`src/rtl/merge5.sv`:
```
// Two-input round-robin flit merge into a 2-entry output buffer.
// Each buffered flit carries the index of the port it arrived on.
module merge5 #(
    parameter int W     = 9,
    parameter int DEPTH = 2,
    parameter int CW    = 16
) (
    input  logic          clk,
    input  logic          rst_n,
    input  logic [W-1:0]  in0_data,
    input  logic          in0_valid,
    output logic          in0_ready,
    input  logic [W-1:0]  in1_data,
    input  logic          in1_valid,
    output logic          in1_ready,
    output logic [W-1:0]  out_data,
    output logic          out_sel,
    output logic          out_valid,
    input  logic          out_ready,
    output logic [CW-1:0] gnt_cnt0,
    output logic [CW-1:0] gnt_cnt1
);

    logic [W:0] mem [DEPTH];
    logic       rd_ptr;
    logic       wr_ptr;
    logic [1:0] count;
    logic       rr_ptr;

    logic       space;
    logic       gnt0;
    logic       gnt1;
    logic       push;
    logic       pop;
    logic [W:0] push_entry;

    // Space is taken from the registered count only, so a pop never frees a slot in the same cycle.
    assign space = (count < 2'(DEPTH));

    assign gnt0 = in0_valid & (~in1_valid | ~rr_ptr);
    assign gnt1 = in1_valid & (~in0_valid |  rr_ptr);

    // Gating with rst_n holds both readies low while reset is asserted.
    assign in0_ready = gnt0 & space & rst_n;
    assign in1_ready = gnt1 & space & rst_n;

    assign push       = in0_ready | in1_ready;
    assign push_entry = in1_ready ? {1'b1, in1_data} : {1'b0, in0_data};

    assign out_valid = (count != 2'd0);
    assign pop       = out_valid & out_ready;
    assign out_data  = mem[rd_ptr][W-1:0];
    assign out_sel   = mem[rd_ptr][W];

    always_ff @(posedge clk or negedge rst_n) begin
        if (!rst_n) begin
            mem[0] <= '0;
            mem[1] <= '0;
            rd_ptr <= 1'b0;
            wr_ptr <= 1'b0;
            count  <= 2'd0;
        end else begin
            if (push) begin
                mem[wr_ptr] <= push_entry;
                wr_ptr      <= ~wr_ptr;
            end
            if (pop) begin
                rd_ptr <= ~rd_ptr;
            end
            case ({push, pop})
                2'b10:   count <= count + 2'd1;
                2'b01:   count <= count - 2'd1;
                default: count <= count;
            endcase
        end
    end

    always_ff @(posedge clk or negedge rst_n) begin
        if (!rst_n) begin
            rr_ptr   <= 1'b0;
            gnt_cnt0 <= '0;
            gnt_cnt1 <= '0;
        end else begin
            if (in0_ready) begin
                rr_ptr   <= 1'b1;
                gnt_cnt0 <= gnt_cnt0 + CW'(1);
            end else if (in1_ready) begin
                rr_ptr   <= 1'b0;
                gnt_cnt1 <= gnt_cnt1 + CW'(1);
            end
        end
    end

endmodule

```
`config.mk`:
```
export PLATFORM = sky130hd
export DESIGN_NAME = merge5
export DESIGN_NICKNAME = d
export VERILOG_FILES = /design/src/rtl/merge5.sv
export SDC_FILE = /design/constraint.sdc
export NUM_CORES = 1
export LEC_CHECK = 0
export CAP_MARGIN = 20
export CORE_MARGIN = 1
export CORE_UTILIZATION = 44
export DETAILED_ROUTE_END_ITERATION = 7
export PLACE_DENSITY = 0.84
export REMOVE_ABC_BUFFERS = 1
export SLEW_MARGIN = 20
export SYNTH_ARGS = -nofsm -noshare
export SYNTH_HDL_FRONTEND = slang
export SYNTH_SLANG_ARGS = --single-unit
```
`constraint.sdc`:
```
create_clock -name clk -period 1.5 [get_ports clk]
set_input_delay 0.3 -clock clk [delete_from_list [all_inputs] [get_ports clk]]
set_output_delay 0.3 -clock clk [all_outputs]
set_load 0.005 [all_outputs]
```
==> impl_metrics.sql, run 1 <==
INSERT INTO impl_metrics (metric_group, metric, value, unit) VALUES
('worst_setup_path', 'cp-end-kind', 'output pin', ''),
('cts', 'clock_insertion_delay_at_the_later_pin_of_the_skew_report', '0.34', 'ns'),
('cts', 'cts-root-buf', 'clkbuf_8', ''),
('final_layout', 'syn2layout_area_growth', '73.1', '%'),
('power', 'internal-power', '4.80', 'mW'),
('sta', 'finalHoldViolCount', '0', ''),
('worst_setup_path', 'r2r_start', 'count[1]$_DFFE_PN0P_', ''),
('run', 'cap_violations', '0', ''),
('grt', 'grt.total_usage', '0.220', ''),
('synth', 'postSynthAreaPerCell', '11.1', 'um2'),
('worst_setup_path', 'crit_path_max_incr_delay', '0.40', 'ns'),
('final_layout', 'finalNetCount', '409', ''),
('worst_setup_path', 'crit_start', 'rd_ptr$_DFFE_PN0P_', ''),
('sta', 'rsz0062_at_grt', 'yes', ''),
('sta', 'layout_worst_path_cycle_share', '1.16', ''),
('synth', 'syn_inst', '236', ''),
('grt', 'number_of_antenna_violations_at_the_first_check_in_global_routing', '0', ''),
('die', 'std_cell_rows', '27', ''),
('sta', 'layout_min_cycle_time', '1.74', 'ns'),
('cts', 'clkTransAtPathRegs', '0.07', 'ns'),
('power', 'p_per_area', '1600', 'mW/mm2'),
('worst_setup_path', 'crit_path_start_kind', 'flop', ''),
('final_layout', 'layout.area.seq', '0.00143', 'mm2'),
('placement', 'portBuffers', '67', ''),
('worst_setup_path', 'path_max_fanout', '4', ''),
('final_layout', 'antenna-diode-count', '0', ''),
('placement', 'estimated_wirelength_of_the_detail_placed_design', '3.93', 'mm'),
('grt', 'grt_max_degree', '56', ''),
('power', 'irDropWorstVdd', '0.00114', 'V'),
('power', 'net-switching-power', '2.44', 'mW'),
('detailed_routing', 'postRouteAntennaNets', '0', ''),
('sta', 'worst-slew-pin-transition', '0.686', 'ns'),
('sta', 'timing.hold.ws', '0.283', 'ns'),
('outcome', 'violated_checks', 'setup timing', ''),
('sta', 'fin_tns_setup', '-3.31', 'ns'),
('synth', 'synth_edf_count', '0', ''),
('worst_setup_path', 'cp_num_buf_inv', '3', ''),
('die', 'die_ar', '0.00626', 'mm2'),
('power', 'comb_power_share', '0.468', ''),
('sta', 'timing.final.ws_setup', '-0.235', 'ns'),
('placement', 'dp_cells', '394', ''),
('final_layout', 'layout-drive-gt1-share', '0.438', ''),
('worst_setup_path', 'critical-path-top-delay-family', 'flip-flops', ''),
('cts', 'cts_max_path_buffers', '2', ''),
('worst_setup_path', 'worst_path_most_repeated_cell', 'buf_6', ''),
('detailed_routing', 'detailroute.via_count', '2414', ''),
('synth', 'asyncSetResetFlopFracSynth', '1.00', ''),
('detailed_routing', 'drc', '0', ''),
('sta', 'slew_violations', '0', ''),
('worst_hold_path', 'timing.hold.worst.class', 'input port to async pin', ''),
('die', 'ioPinCount', '68', ''),
('cts', 'tritoncts.num_buffers', '9', ''),
('power', 'total_leakage_power', '2.43', 'nW'),
('power', 'p_seq_frac', '0.333', ''),
('cts', 'htree_num_levels', '3', ''),
('synth', 'most_frequent_cells_after_synthesis', 'dfrtp_1, nand2_1, xnor2_1', ''),
('grt', 'global_route.overflow_total', '0', ''),
('synth', 'yosys.cell_types.count', '32', ''),
('final_layout', 'multi_input_comb_area', '0.00144', 'mm2'),
('detailed_routing', 'wl', '8.13', 'mm'),
('detailed_routing', 'avgViaCountPerCell', '5.25', ''),
('outcome', 'run_status', 'finished with violations', ''),
('power', 'power.share.switching', '0.337', ''),
('detailed_routing', 'initial_drc_count', '104', ''),
('final_layout', 'layout.core_utilization', '0.808', ''),
('synth', 'netlist.area_leader.share', '0.545', ''),
('synth', 'postSynth.topFlopCell', 'dfrtp_1', ''),
('sta', 'finalSetupViolCount', '36', ''),
('synth', 'synth.ff_latch_count', '57', ''),
('synth', 'synth_top_area_cell', 'dfrtp_1', ''),
('final_layout', 'layout.cells.non_filler', '460', '');
==> layout by cell type, fill, tap and decap left out, types with 3 or more instances in the layout <==
cell | Yosys | layout
a21oi_2 | 0 | 9
clkbuf_1 | 2 | 3
mux2_2 | 11 | 6
o21ai_2 | 0 | 6
mux2i_1 | 9 | 6
o21ai_1 | 0 | 3
nand3_1 | 12 | 10
nor2_1 | 14 | 5
xor2_1 | 7 | 7
mux2i_2 | 0 | 3
nand4_1 | 10 | 10
mux2_4 | 0 | 5
nor3_2 | 0 | 3
nand2_2 | 0 | 7
buf_4 | 1 | 53
nor2_4 | 0 | 8
clkbuf_8 | 0 | 10
dlymetal6s2s_1 | 0 | 20
buf_6 | 0 | 26
buf_2 | 3 | 4
nand2_1 | 30 | 22
dlygate4sd2_1 | 0 | 10
o21ai_0 | 12 | 3
xnor2_1 | 27 | 26
and3_1 | 6 | 4
clkdlybuf4s50_1 | 0 | 23
dfrtp_1 | 57 | 56
==> worst register-to-register path, stage by stage (launching register included) <==
cell and delay, ns:
dfrtp_2 0.46, buf_6 0.13, or2_4 0.23, and2_4 0.16, ha_4 0.16, xnor2_2 0.12, nor2_1 0.12, xor2_1 0.15
==> routing by layer <==
metal	wire length, um	track usage	vias to the layer above
met1	3230	0.261	1207
met3	310	0.0425	14
met5	0	0	-
met2	4450	0.378	81
li1	-	-	1112
met4	138	0.107	0
==> through the flow <==
step                      setup slack [ns]  power [mW]
after global routing                -0.263        7.57
after detailed placement            -0.428        4.62
final                               -0.235        7.24
after global placement              -0.389        4.53
after floorplan                    -0.0669        3.33
after CTS                           -0.202        6.37
==> what timing repair did <==
item | 4_1_cts | 5_1_grt
pin swaps | 9 | 27
buffers inserted | 42 | 5
hold buffers | 1 | 0
endpoints found under the setup margin | 57 | 71
endpoints found under the hold margin | 2 | 0
resized for setup | 87 | 108
gates cloned | 0 | 5
==> power groups by stage <==
stage                     registers [mW]  logic (mW)  clock network [mW]
after floorplan                     2.34       0.990                   0
after detailed placement            2.35        2.27                   0
final                               2.41        3.39                1.44
after global placement              2.32        2.21                   0
after global routing                2.46        3.60                1.51
after CTS                           2.27        2.68                1.41
==> registers in the layout, summed over array words and instances (netlist names) <==
| signal | cells |
|---|---|
| mem | 20 |
| gnt_cnt0 | 16 |
| gnt_cnt1 | 16 |
| count | 2 |
| rd_ptr | 1 |
| rr_ptr | 1 |
| wr_ptr | 1 |
==> worst paths after layout <==
check,to,slack (ns),cells past startpoint
max,out_data[5],-0.24,4
min in group clk,mem[14]$_DFFE_PN0P_,0.48,2
min,mem[9]$_DFFE_PN0P_,0.28,3
max reg2reg,count[1]$_DFFE_PN0P_,-0.11,7
min reg2reg,mem[14]$_DFFE_PN0P_,0.48,2
max in group asynchronous,count[1]$_DFFE_PN0P_,0.74,3
==> cell families (layout without fill, tap and decap cells) <==
| logic type | Yosys count | count (layout) | synth area share |
|---|---|---|---|
| DFF | 57 | 57 | 0.545 |
| and+or+nand+nor | 89 | 89 | 0.179 |
| muxes | 20 | 20 | 0.0818 |
| AOI/OAI and AO/OA | 24 | 24 | 0.0502 |
| xor gates and xnor gates | 34 | 34 | 0.114 |
| buffers and inverters | 9 | 161 | 0.0158 |
| adders and majority gates | 3 | 3 | 0.0143 |
==> layout make-up <==
cell class | count | area share
Multi-Input combinational cell | 170 | 0.318
Clock inverter | 3 | 0.00884
Timing Repair Buffer | 142 | 0.302
Inverter | 3 | 0.00304
Sequential cell | 57 | 0.315
Clock buffer | 13 | 0.0329
Tap cell | 72 | 0.0199
No activity file was read; power rests on OpenSTA's default activity.
==> inputs of run 2 (changes only) <==
ABC_AREA = 1   (was default)
CORE_UTILIZATION = 45   (was 44)
RECOVER_POWER = 100   (was default)
==> run 2 against run 1 <==
Net effect:
- the run still ends with setup timing left
- sequential share of layout area down 0.66 points
- register-to-register slack barely moved
- flip-flop and latch count is the same
- non-clock buffer count down 8
- clock-buffer cell count shrank 1
- worst setup slack improved by 0.14 ns
- sequential power decreased by 5%
- synthesized cell count rose by 58%
- cell count increased by 28%
- critical path type is now flop to flop
- critical endpoint is now count[1]$_DFFE_PN0P_
- largest power group unchanged
==> impl_metrics.sql, run 2 <==
INSERT INTO impl_metrics (metric_group, metric, value, unit) VALUES
('outcome', 'run_status', 'finished with violations', ''),
('outcome', 'violated_checks', 'setup timing', ''),
('final_layout', 'multi_input_comb_area', '0.00158', 'mm2'),
('placement', 'dp_cells', '534', ''),
('synth', 'synth_top_family_by_area', 'simple AND/OR/NAND/NOR gates', ''),
('sta', 'timing.clock.skew', '0.00725', 'ns'),
('synth', 'xor_xnor_portion_of_the_synthesized_cell_area', '0.0671', ''),
('synth', 'postSynthAreaPerCell', '8.05', 'um2'),
('synth', 'synth_edf_count', '0', ''),
('placement', 'gp_congestion', '0.891', ''),
('sta', 'finalHoldViolCount', '0', ''),
('grt', 'via_count_of_the_first_global_routing_pass', '2955', ''),
('final_layout', 'layout.cells.non_filler', '591', ''),
('synth', 'postSynth.topFlopCell', 'dfrtp_1', ''),
('synth', 'synth.ff_latch_count', '57', ''),
('sta', 'rsz0062_at_grt', 'yes', ''),
('grt', 'groute.layer.met1.usage', '0.278', ''),
('grt', 'number_of_antenna_violations_at_the_first_check_in_global_routing', '0', ''),
('final_layout', 'flip_flop_count_of_the_largest_register_after_layout', '20', ''),
('worst_setup_path', 'ff2ff_setup_slack', '-0.1', 'ns'),
('synth', 'asyncSetResetFlopFracSynth', '1.00', ''),
('die', 'die_height', '83.7', 'um'),
('power', 'total_leakage_power', '2.34', 'nW'),
('final_layout', 'layout.cells.most_common_list', 'nand2_1, dfrtp_1, buf_4, inv_1, dlygate4sd2_1', ''),
('power', 'p_per_area', '1470', 'mW/mm2'),
('sta', 'slew_violations', '0', ''),
('synth', 'share_of_synthesized_cell_area_in_full_adder_half_adder_and_majority_cells', '0.0125', ''),
('synth', 'syn_inst', '373', ''),
('synth', 'synth-simple-area-share', '0.322', ''),
('placement', 'estimated_wirelength_of_the_detail_placed_design', '5.16', 'mm'),
('cts', 'numClockSinks', '57', ''),
('die', 'core_region_area', '0.00639', 'mm2'),
('cts', 'htree_num_levels', '3', ''),
('detailed_routing', 'first_pass_drt_iterations', '4', ''),
('sta', 'layout_worst_path_cycle_share', '1.06', ''),
('sta', 'timing.final.ws_setup', '-0.0954', 'ns'),
('detailed_routing', 'detail_route.wl_per_cell', '14.6', 'um'),
('placement', 'dp_worst_slack', '-0.403', 'ns'),
('cts', 'clock_insertion_delay_at_the_later_pin_of_the_skew_report', '0.34', 'ns'),
('final_layout', 'layout.area.seq', '0.00143', 'mm2'),
('die', 'die_width', '83.7', 'um'),
('grt', 'global_route.overflow_total', '0', ''),
('grt', 'grtUsageMet3', '0.0762', ''),
('cts', 'tritoncts.num_buffers', '9', ''),
('run', 'cap_violations', '0', ''),
('grt', 'grt.total_usage', '0.243', ''),
('grt', 'busiest_layer', 'met2', ''),
('synth', 'yosys-top-cells-area', 'dfrtp_1, nand2_1, inv_1', ''),
('final_layout', 'syn2layout_area_growth', '54.3', '%'),
('detailed_routing', 'detailroute.via_count', '2947', ''),
('cts', 'clkTransAtPathRegs', '0.07', 'ns'),
('final_layout', 'largest_register', 'mem', ''),
('synth', 'synth_most_common_cell', 'nand2_1', ''),
('sta', 'finalSetupViolCount', '27', ''),
('synth', 'netlist.area_leader.share', '0.475', ''),
('final_layout', 'finalNetCount', '536', ''),
('sta', 'slew_headroom', '0.650', ''),
('final_layout', 'layout.cells.most_common', 'nand2_1', ''),
('worst_setup_path', 'cp-end-kind', 'flop', ''),
('final_layout', 'final_design_area_no_fill', '0.00463', 'mm2'),
('final_layout', 'layout-drive-gt1-share', '0.325', ''),
('cts', 'cts-root-buf', 'clkbuf_8', ''),
('synth', 'synth_compound_gate_area_share', '0.0512', ''),
('cts', 'cts_tree', 'done', ''),
('worst_setup_path', 'path_class', 'flop to flop', ''),
('final_layout', 'fillCellCount', '438', ''),
('grt', 'grt_max_degree', '42', ''),
('worst_setup_path', 'timing.critical_path.arrival', '1.81', 'ns'),
('synth', 'fraction_of_the_yosys_area_taken_by_sequential_cells', '0.475', ''),
('final_layout', 'largest_registers', 'mem: 20 flops, gnt_cnt0: 16 flops, gnt_cnt1: 16 flops', ''),
('grt', 'grt_use_met2', '0.414', ''),
('detailed_routing', 'wl', '8.64', 'mm'),
('final_layout', 'antenna-diode-count', '0', ''),
('sta', 'timing.hold.ws', '0.0387', 'ns'),
('detailed_routing', 'drc', '0', ''),
('synth', 'ys.warnings.count', '0', ''),
('detailed_routing', 'avgViaCountPerCell', '4.99', ''),
('synth', 'synth.cell_area', '0.00300', 'mm2'),
('synth', 'synth_top_area_cell', 'dfrtp_1', ''),
('worst_setup_path', 'crit_required', '1.72', 'ns'),
('synth', 'most_frequent_cells_after_synthesis', 'nand2_1, dfrtp_1, inv_1', ''),
('worst_setup_path', 'path_max_fanout', '3', ''),
('die', 'floorplan.initialDensity', '0.470', ''),
('detailed_routing', 'initial_drc_count', '147', ''),
('synth', 'yosys.cell_types.count', '27', ''),
('sta', 'clock.fmax', '627', 'MHz'),
('placement', 'portBuffers', '67', ''),
('cts', 'cts_max_path_buffers', '2', ''),
('synth', 'post_synth_mux_area_share', '0', ''),
('sta', 'layout_min_cycle_time', '1.60', 'ns'),
('power', 'irDropWorstVdd', '0.00114', 'V'),
('sta', 'worst-slew-pin-transition', '0.526', 'ns'),
('worst_hold_path', 'timing.hold.worst.class', 'input port to async pin', ''),
('die', 'std_cell_rows', '29', ''),
('worst_setup_path', 'crit_path_start_kind', 'flop', ''),
('grt', 'grt_first_pass_wirelength', '13.3', 'mm'),
('detailed_routing', 'postRouteAntennaNets', '0', ''),
('placement', 'detailed_place.area', '0.00388', 'mm2'),
('die', 'ioPinCount', '68', ''),
('die', 'die_ar', '0.00701', 'mm2');
==> run 2: cell count changes after synthesis, moves of 11 or more <==
cell	delta
inv_1	+34
mux2_2	-11
nand2_1	+121
xnor2_1	-17
==> run 2: report_power, final <==
group	leakage, nW	total (mW)	internal, mW	switching (mW)
clock network	0.106	1.56	0.970	0.593
logic	1.53	2.95	1.47	1.48
registers	0.708	2.29	1.98	0.313
total	2.34	6.81	4.42	2.39
==> run 2: path summary, 6_finish.rpt <==
| check | start | end | depth (start not counted) |
|---|---|---|---|
| worst min-delay path | rst_n | mem[13]$_DFFE_PN0P_ | 2 |
| max in group asynchronous | rst_n | gnt_cnt1[1]$_DFFE_PN0P_ | 2 |
| worst min register to register | mem[7]$_DFFE_PN0P_ | mem[7]$_DFFE_PN0P_ | 2 |
| worst max register to register | count[1]$_DFFE_PN0P_ | count[1]$_DFFE_PN0P_ | 10 |
| worst max-delay path | count[1]$_DFFE_PN0P_ | count[1]$_DFFE_PN0P_ | 10 |
| min in group clk | mem[7]$_DFFE_PN0P_ | mem[7]$_DFFE_PN0P_ | 2 |
==> run 2: what timing repair did <==
item | 4_1_cts | 5_1_grt
pin swaps | 8 | 17
setup buffers | 35 | 5
hold buffers | 0 | 0
gates cloned | 1 | 2
endpoints found under the setup margin | 62 | 67
gates resized for setup | 111 | 61
==> run 2: layer usage <==
metal	share of wire	vias up
met3	0.070	18
met2	0.52	116
met1	0.39	1392
li1	-	1421
met4	0.024	0
met5	0	-
==> run 2: cell families (layout without fill, tap and decap cells) <==
kind of cell,after synthesis,count (layout)
AND/OR/NAND/NOR,218,218
buffers and inverters,48,189
adder cells (fa/ha/maj),3,3
AO/OA/AOI/OAI,24,24
XOR/XNOR,23,23
flip-flops,57,57
==> run 2: area by class of cell <==
class / count / share of cell area
clock buffer: 12 / 0.0313
sequential: 57 / 0.309
inverter: 40 / 0.0340
timing repair buffer: 134 / 0.251
multi-input combinational: 268 / 0.340
tap: 77 / 0.0208
clock inverter: 3 / 0.0140
==> run 2: worst max-delay path, stage by stage, from the launching register on <==
cell and delay, ns:
dfrtp_1 0.39, buf_6 0.14, inv_6 0.06, nand2_8 0.06, nor2_8 0.11, buf_6 0.13
nor2_4 0.04, ha_4 0.21, a21oi_2 0.09, o21ai_1 0.09, xor2_1 0.14
==> run 2: through the flow <==
| step | TNS [ns] | utilization | total power [mW] |
|---|---|---|---|
| 2_1_floorplan | -2.13 | - | 3.39 |
| 3_3_place_gp | -11.79 | 0.608 | 4.54 |
| 3_5_place_dp | -13.33 | 0.608 | 4.66 |
| 4_1_cts | -1.50 | 0.685 | 6.43 |
| 5_1_grt | -3.71 | 0.726 | 7.19 |
| 6_report | -1.17 | 0.726 | 6.81 |
